### src/rtl/pmod_capture.sv
// pmod_capture: samples an 8-bit PMOD bus on rising edges of an asynchronous DUT clock,
// queues the bytes in a 4-entry FIFO and streams them out as UART 8N1 frames.
module pmod_capture #(
   parameter int CLKS_PER_BIT = 104,
   parameter int CHANGE_ONLY  = 1
) (
   input  logic       CLK,
   input  logic       rst,
   input  logic       dut_clk_in,
   input  logic [7:0] dut_data_in,
   output logic       tx,
   output logic       tx_busy,
   output logic       overflow,
   output logic [2:0] fifo_level
);
   localparam logic [15:0] BAUD_LAST = 16'(CLKS_PER_BIT - 1);

   typedef enum logic [1:0] {IDLE, START, DATA, STOP} state_t;

   logic       clk_s1_q, clk_s1_d, clk_s2_q, clk_s2_d, clk_hist_q, clk_hist_d;
   logic [7:0] dat_s1_q, dat_s1_d, dat_s2_q, dat_s2_d;
   logic [7:0] last_q, last_d;
   logic       first_q, first_d;
   logic [7:0] mem_q [4];
   logic [7:0] mem_d [4];
   logic [1:0] wr_ptr_q, wr_ptr_d, rd_ptr_q, rd_ptr_d;
   logic [2:0] count_q, count_d;
   logic       ovf_q, ovf_d;
   logic       cap, want_push, push, pop;

   state_t      state_q;
   logic [15:0] baud_q;
   logic [2:0]  bit_q;
   logic [7:0]  shift_q;
   logic        tx_q, busy_q;

   always_comb begin
      clk_s1_d   = dut_clk_in;
      clk_s2_d   = clk_s1_q;
      clk_hist_d = clk_s2_q;
      dat_s1_d   = dut_data_in;
      dat_s2_d   = dat_s1_q;

      cap       = clk_s2_q & ~clk_hist_q;
      want_push = cap & ((CHANGE_ONLY == 0) | first_q | (dat_s2_q != last_q));
      pop       = (state_q == IDLE) & (count_q != 3'd0);
      // a simultaneous pop frees the slot, so a full FIFO still accepts the push
      push      = want_push & ((count_q != 3'd4) | pop);

      last_d  = cap ? dat_s2_q : last_q;
      first_d = first_q & ~push;

      mem_d = mem_q;
      if (push) mem_d[wr_ptr_q] = dat_s2_q;
      wr_ptr_d = wr_ptr_q + 2'(push);
      rd_ptr_d = rd_ptr_q + 2'(pop);
      count_d  = count_q + 3'(push) - 3'(pop);
      ovf_d    = ovf_q | (want_push & ~push);
   end

   always_ff @(posedge CLK) begin
      if (rst) begin
         clk_s1_q   <= 1'b0;
         clk_s2_q   <= 1'b0;
         clk_hist_q <= 1'b0;
         dat_s1_q   <= '0;
         dat_s2_q   <= '0;
         last_q     <= '0;
         first_q    <= 1'b1;
         mem_q      <= '{default: '0};
         wr_ptr_q   <= '0;
         rd_ptr_q   <= '0;
         count_q    <= '0;
         ovf_q      <= 1'b0;
      end else begin
         clk_s1_q   <= clk_s1_d;
         clk_s2_q   <= clk_s2_d;
         clk_hist_q <= clk_hist_d;
         dat_s1_q   <= dat_s1_d;
         dat_s2_q   <= dat_s2_d;
         last_q     <= last_d;
         first_q    <= first_d;
         mem_q      <= mem_d;
         wr_ptr_q   <= wr_ptr_d;
         rd_ptr_q   <= rd_ptr_d;
         count_q    <= count_d;
         ovf_q      <= ovf_d;
      end
   end

   // tx and tx_busy are registered together so they switch on the same edge
   always_ff @(posedge CLK) begin
      if (rst) begin
         state_q <= IDLE;
         baud_q  <= '0;
         bit_q   <= '0;
         shift_q <= '0;
         tx_q    <= 1'b1;
         busy_q  <= 1'b0;
      end else begin
         case (state_q)
            IDLE: begin
               if (pop) begin
                  shift_q <= mem_q[rd_ptr_q];
                  baud_q  <= '0;
                  tx_q    <= 1'b0;
                  busy_q  <= 1'b1;
                  state_q <= START;
               end
            end
            START: begin
               if (baud_q == BAUD_LAST) begin
                  baud_q  <= '0;
                  bit_q   <= '0;
                  tx_q    <= shift_q[0];
                  state_q <= DATA;
               end else begin
                  baud_q <= baud_q + 16'd1;
               end
            end
            DATA: begin
               if (baud_q == BAUD_LAST) begin
                  baud_q <= '0;
                  if (bit_q == 3'd7) begin
                     tx_q    <= 1'b1;
                     state_q <= STOP;
                  end else begin
                     bit_q   <= bit_q + 3'd1;
                     tx_q    <= shift_q[1];
                     shift_q <= {1'b0, shift_q[7:1]};
                  end
               end else begin
                  baud_q <= baud_q + 16'd1;
               end
            end
            STOP: begin
               if (baud_q == BAUD_LAST) begin
                  baud_q  <= '0;
                  busy_q  <= 1'b0;
                  state_q <= IDLE;
               end else begin
                  baud_q <= baud_q + 16'd1;
               end
            end
            default: state_q <= IDLE;
         endcase
      end
   end

   assign tx         = tx_q;
   assign tx_busy    = busy_q;
   assign overflow   = ovf_q;
   assign fifo_level = count_q;
endmodule

### config.mk
export PLATFORM = sky130hd
export DESIGN_NAME = pmod_capture
export DESIGN_NICKNAME = d
export VERILOG_FILES = /design/src/rtl/pmod_capture.sv
export SDC_FILE = /design/constraint.sdc
export NUM_CORES = 1
export LEC_CHECK = 0
export BUFFER_PORTS_ARGS = -buffer_cell sky130_fd_sc_hd__buf_4
export CORE_MARGIN = 2
export CORE_UTILIZATION = 40
export CTS_CLUSTER_SIZE = 28
export DETAILED_ROUTE_END_ITERATION = 12
export REMOVE_ABC_BUFFERS = 1
export SLEW_MARGIN = 5
export SYNTH_ARGS = -nofsm -noshare
export SYNTH_HDL_FRONTEND = slang
export SYNTH_SLANG_ARGS = --single-unit
### constraint.sdc
create_clock -name CLK -period 2.8 [get_ports CLK]
set_input_delay 0.84 -clock CLK [delete_from_list [all_inputs] [get_ports CLK]]
set_output_delay 0.84 -clock CLK [all_outputs]
set_load 0.02 [all_outputs]
==> impl_metrics.json <==
{
  "status": "complete, no violations",
  "drt_pre_antenna_iters": 4,
  "grt_util_met3": 0.04703,
  "drt_first_iter_violations": 143,
  "area.growth.synth_to_final_pct": 11.42,
  "placementRows": 38,
  "synth-async-reset-ratio": 0,
  "floorplan.die_area_um2": 12120,
  "number_of_cts_inserted_buffers": 9,
  "timing.hold.worst.class": "reg2reg",
  "postPlaceCellArea_um2": 4721,
  "peak_fanout_along_the_critical_path": 3,
  "n_antenna_cell": 0,
  "warnings_from_yosys": 0,
  "worstSetupPathType": "reg2reg",
  "clk-insertion-delay-late_ps": 350,
  "count_of_flip_flops_with_a_built_in_enable_after_synthesis": 0,
  "cp.arrival_ps": 2780,
  "yosys.area.top_type": "sky130_fd_sc_hd__dfxtp_1",
  "worstSetupStartpointType": "flip-flop",
  "drive_gt1_frac": 0.1553,
  "fin_nets": 502,
  "total_gr_overflow": 0,
  "slew_headroom": 0.5858,
  "first_pass_grt_wire_length_um": 14840,
  "drc": 0,
  "cts_setup_buffers": 0,
  "layout_setup_ws_ps": 229.9,
  "finClkSkew_ps": 9.097,
  "final_cell_mix": "sky130_fd_sc_hd__dfxtp_1 (99), sky130_fd_sc_hd__nand2_1 (74), sky130_fd_sc_hd__mux2i_1 (42)",
  "critPathRequiredTime_ps": 3010,
  "final_gp_congestion": 0.7438,
  "syn-mean-instance-area_um2": 9.684,
  "synth-seq-cells": 99,
  "critical-path-max-stage-delay_ps": 540,
  "accumulated_negative_setup_slack_ps": 0,
  "slew_limit_fails": 0,
  "grt_max_degree": 51,
  "crit_path_top_delay_cell": "sky130_fd_sc_hd__or4_1",
  "timing.final.crit_share": 0.9179,
  "final.fill_count": 1080,
  "synthesis.instances": 465,
  "final_cells": 623,
  "post_synth_num_cell_types": 59,
  "cts_repair_resize_count": 0,
  "vias_per_cell": 5.244,
  "finish.instance_area_um2": 5017,
  "dp_hpwl_um": 5785,
  "capturing_element_type_of_the_critical_path": "flip-flop",
  "h-tree-depth": 3,
  "count_of_antenna_violating_nets_left_after_detailed_routing": 0,
  "fp.dieW_um": 110.1,
  "floorplan.initialDensity": 0.4118,
  "timing.final.hold_violations": 0,
  "area_of_the_mapped_netlist_um2": 4503,
  "cts.root.buffer_cell": "sky130_fd_sc_hd__clkbuf_16",
  "track_usage": 0.1563,
  "synth.top_cells.by_area": "sky130_fd_sc_hd__dfxtp_1 (44%), sky130_fd_sc_hd__mux2i_1 (9.3%), sky130_fd_sc_hd__nand2_1 (6.2%), sky130_fd_sc_hd__a21oi_1 (3.8%), sky130_fd_sc_hd__nor2b_1 (3.6%)",
  "crit_chain": "xnor2_1, nand3_1, or4_1, nand3_2, ha_1, inv_1, ha_1, inv_1, fa_1, xor2_1, xnor2_1, nor2_1",
  "power.static_leakage_nw": 2.006,
  "tritoncts_clock_tree": "yes",
  "layout_commonest_cell": "sky130_fd_sc_hd__dfxtp_1",
  "power_density_nw_per_um2": 771.0,
  "synth-seq-area-share": 0.4401,
  "die-height_um": 110.1,
  "cts.clk_slew.worst_paths_ps": 70,
  "io-pin-count": 17,
  "synth_largest_type_area_fraction": 0.4401,
  "vias": 3267,
  "dp.cells": 607,
  "gr_layer_usage_met1": 0.1874,
  "place.port_buffers": 16,
  "cts.sink_count": 99,
  "totalWireLength_um": 8717,
  "clock_period_minus_worst_slack_ps": 2570,
  "cts.path.max_buffers": 2,
  "rsz0062_at_grt": "false",
  "antenna_violations_before_repair": 0,
  "fin_total_pwr_mw": 3.868,
  "setup_viol": 0,
  "tightestPinTransition_ps": 620.4,
  "grt_most_used_layer": "met2",
  "pre_cts_slack_ps": 107.0,
  "max-vdd-ir-drop_v": 0.0004409,
  "post_drt_wl_per_cell_um": 13.99,
  "met2_demand_to_capacity_share_in_global_routing": 0.2734,
  "timing.fmax_ghz": 0.3891,
  "dominantRegCellSynth": "sky130_fd_sc_hd__dfxtp_1",
  "core_area_um2": 10940,
  "hold_buffers": 0,
  "vias_in_the_first_global_route": 3147,
  "timing.max_cap.violations": 0
}
-- logic make-up (layout without fill, tap and decap cells) --
logic type | after synthesis | count (layout) | synth area share
and+or+nand+nor | 177 | 177 | 0.2012
DFF | 99 | 99 | 0.4401
AOI/OAI and AO/OA | 75 | 75 | 0.1109
muxes | 51 | 51 | 0.1364
buffers and inverters | 36 | 54 | 0.04640
xor gates and xnor gates | 14 | 14 | 0.02723
adders and majority gates | 13 | 13 | 0.03779
-- synthesized netlist by cell type (all sizes together), types with 2 or more instances --
master	n
buf	5
nand3	9
xor2	4
nor2	26
a21boi	2
a31oi	4
or3	7
xnor2	10
a311oi	7
or4b	2
or4	5
nand4	6
nor3b	2
mux2i	42
dfxtp	99
a41oi	2
o21ai	14
nand2b	2
a21oi	35
and3	5
clkbuf	21
o31ai	2
nand2	75
ha	12
inv	9
nor2b	26
a211oi	2
and2	3
mux4	8
nor3	2
nor4	2
-- critical path, delay by kind of cell (launching register included) --
family	cells	cell delay, ps
adder cells (fa/ha/maj)	3	720
flip-flops	1	330
buffers and inverters	2	100
XOR/XNOR	3	470
AND/OR/NAND/NOR	4	820
-- worst paths after layout --
path,startpoint,to,slack (ps),cells past startpoint
setup / recovery,dat_s2_q[1],fifo_level[2],230,12
hold / removal,dat_s1_q[1],dat_s2_q[1],440,1
setup reg to reg,dat_s2_q[1],fifo_level[2],230,12
hold reg to reg,dat_s1_q[1],dat_s2_q[1],440,1
-- stage by stage --
stage	hold slack, ps	utilization
6_report	440.8	0.4588
4_1_cts	443.4	0.4580
3_3_place_gp	421.1	0.4317
5_1_grt	462.0	0.4588
3_5_place_dp	426.3	0.4317
2_1_floorplan	413.8	-
-- final cells by class --
class / instances / area (um2) / share of cell area
Clock buffer: 9 / 225.2 / 0.04489
Inverter: 9 / 33.78 / 0.006733
Timing Repair Buffer: 29 / 217.7 / 0.04339
Clock inverter: 7 / 62.56 / 0.01247
Tap cell: 140 / 175.2 / 0.03491
Multi-Input combinational cell: 330 / 2321 / 0.4626
Sequential cell: 99 / 1982 / 0.3950
-- state kept, by name (all words and copies together), names as in the netlist, 2 cells and up --
name	cells
baud_q	16
bit_q	3
dat_s1_q	8
dat_s2_q	8
fifo_level	3
last_q	8
mem_q	32
rd_ptr_q	2
shift_q	8
state_q	2
wr_ptr_q	2
-- per-layer routing --
layer,vias to the layer above,part of all wire
li1,1663,-
met1,1562,0.47
met2,37,0.49
met3,5,0.031
met4,0,0.0087
met5,-,0
-- power breakdown --
| part | switching [mW] | internal [mW] |
|---|---|---|
| Combinational | 0.602 | 0.462 |
| Clock | 0.570 | 0.618 |
| Sequential | 0.102 | 1.51 |
(Power assumes the default switching activity.)
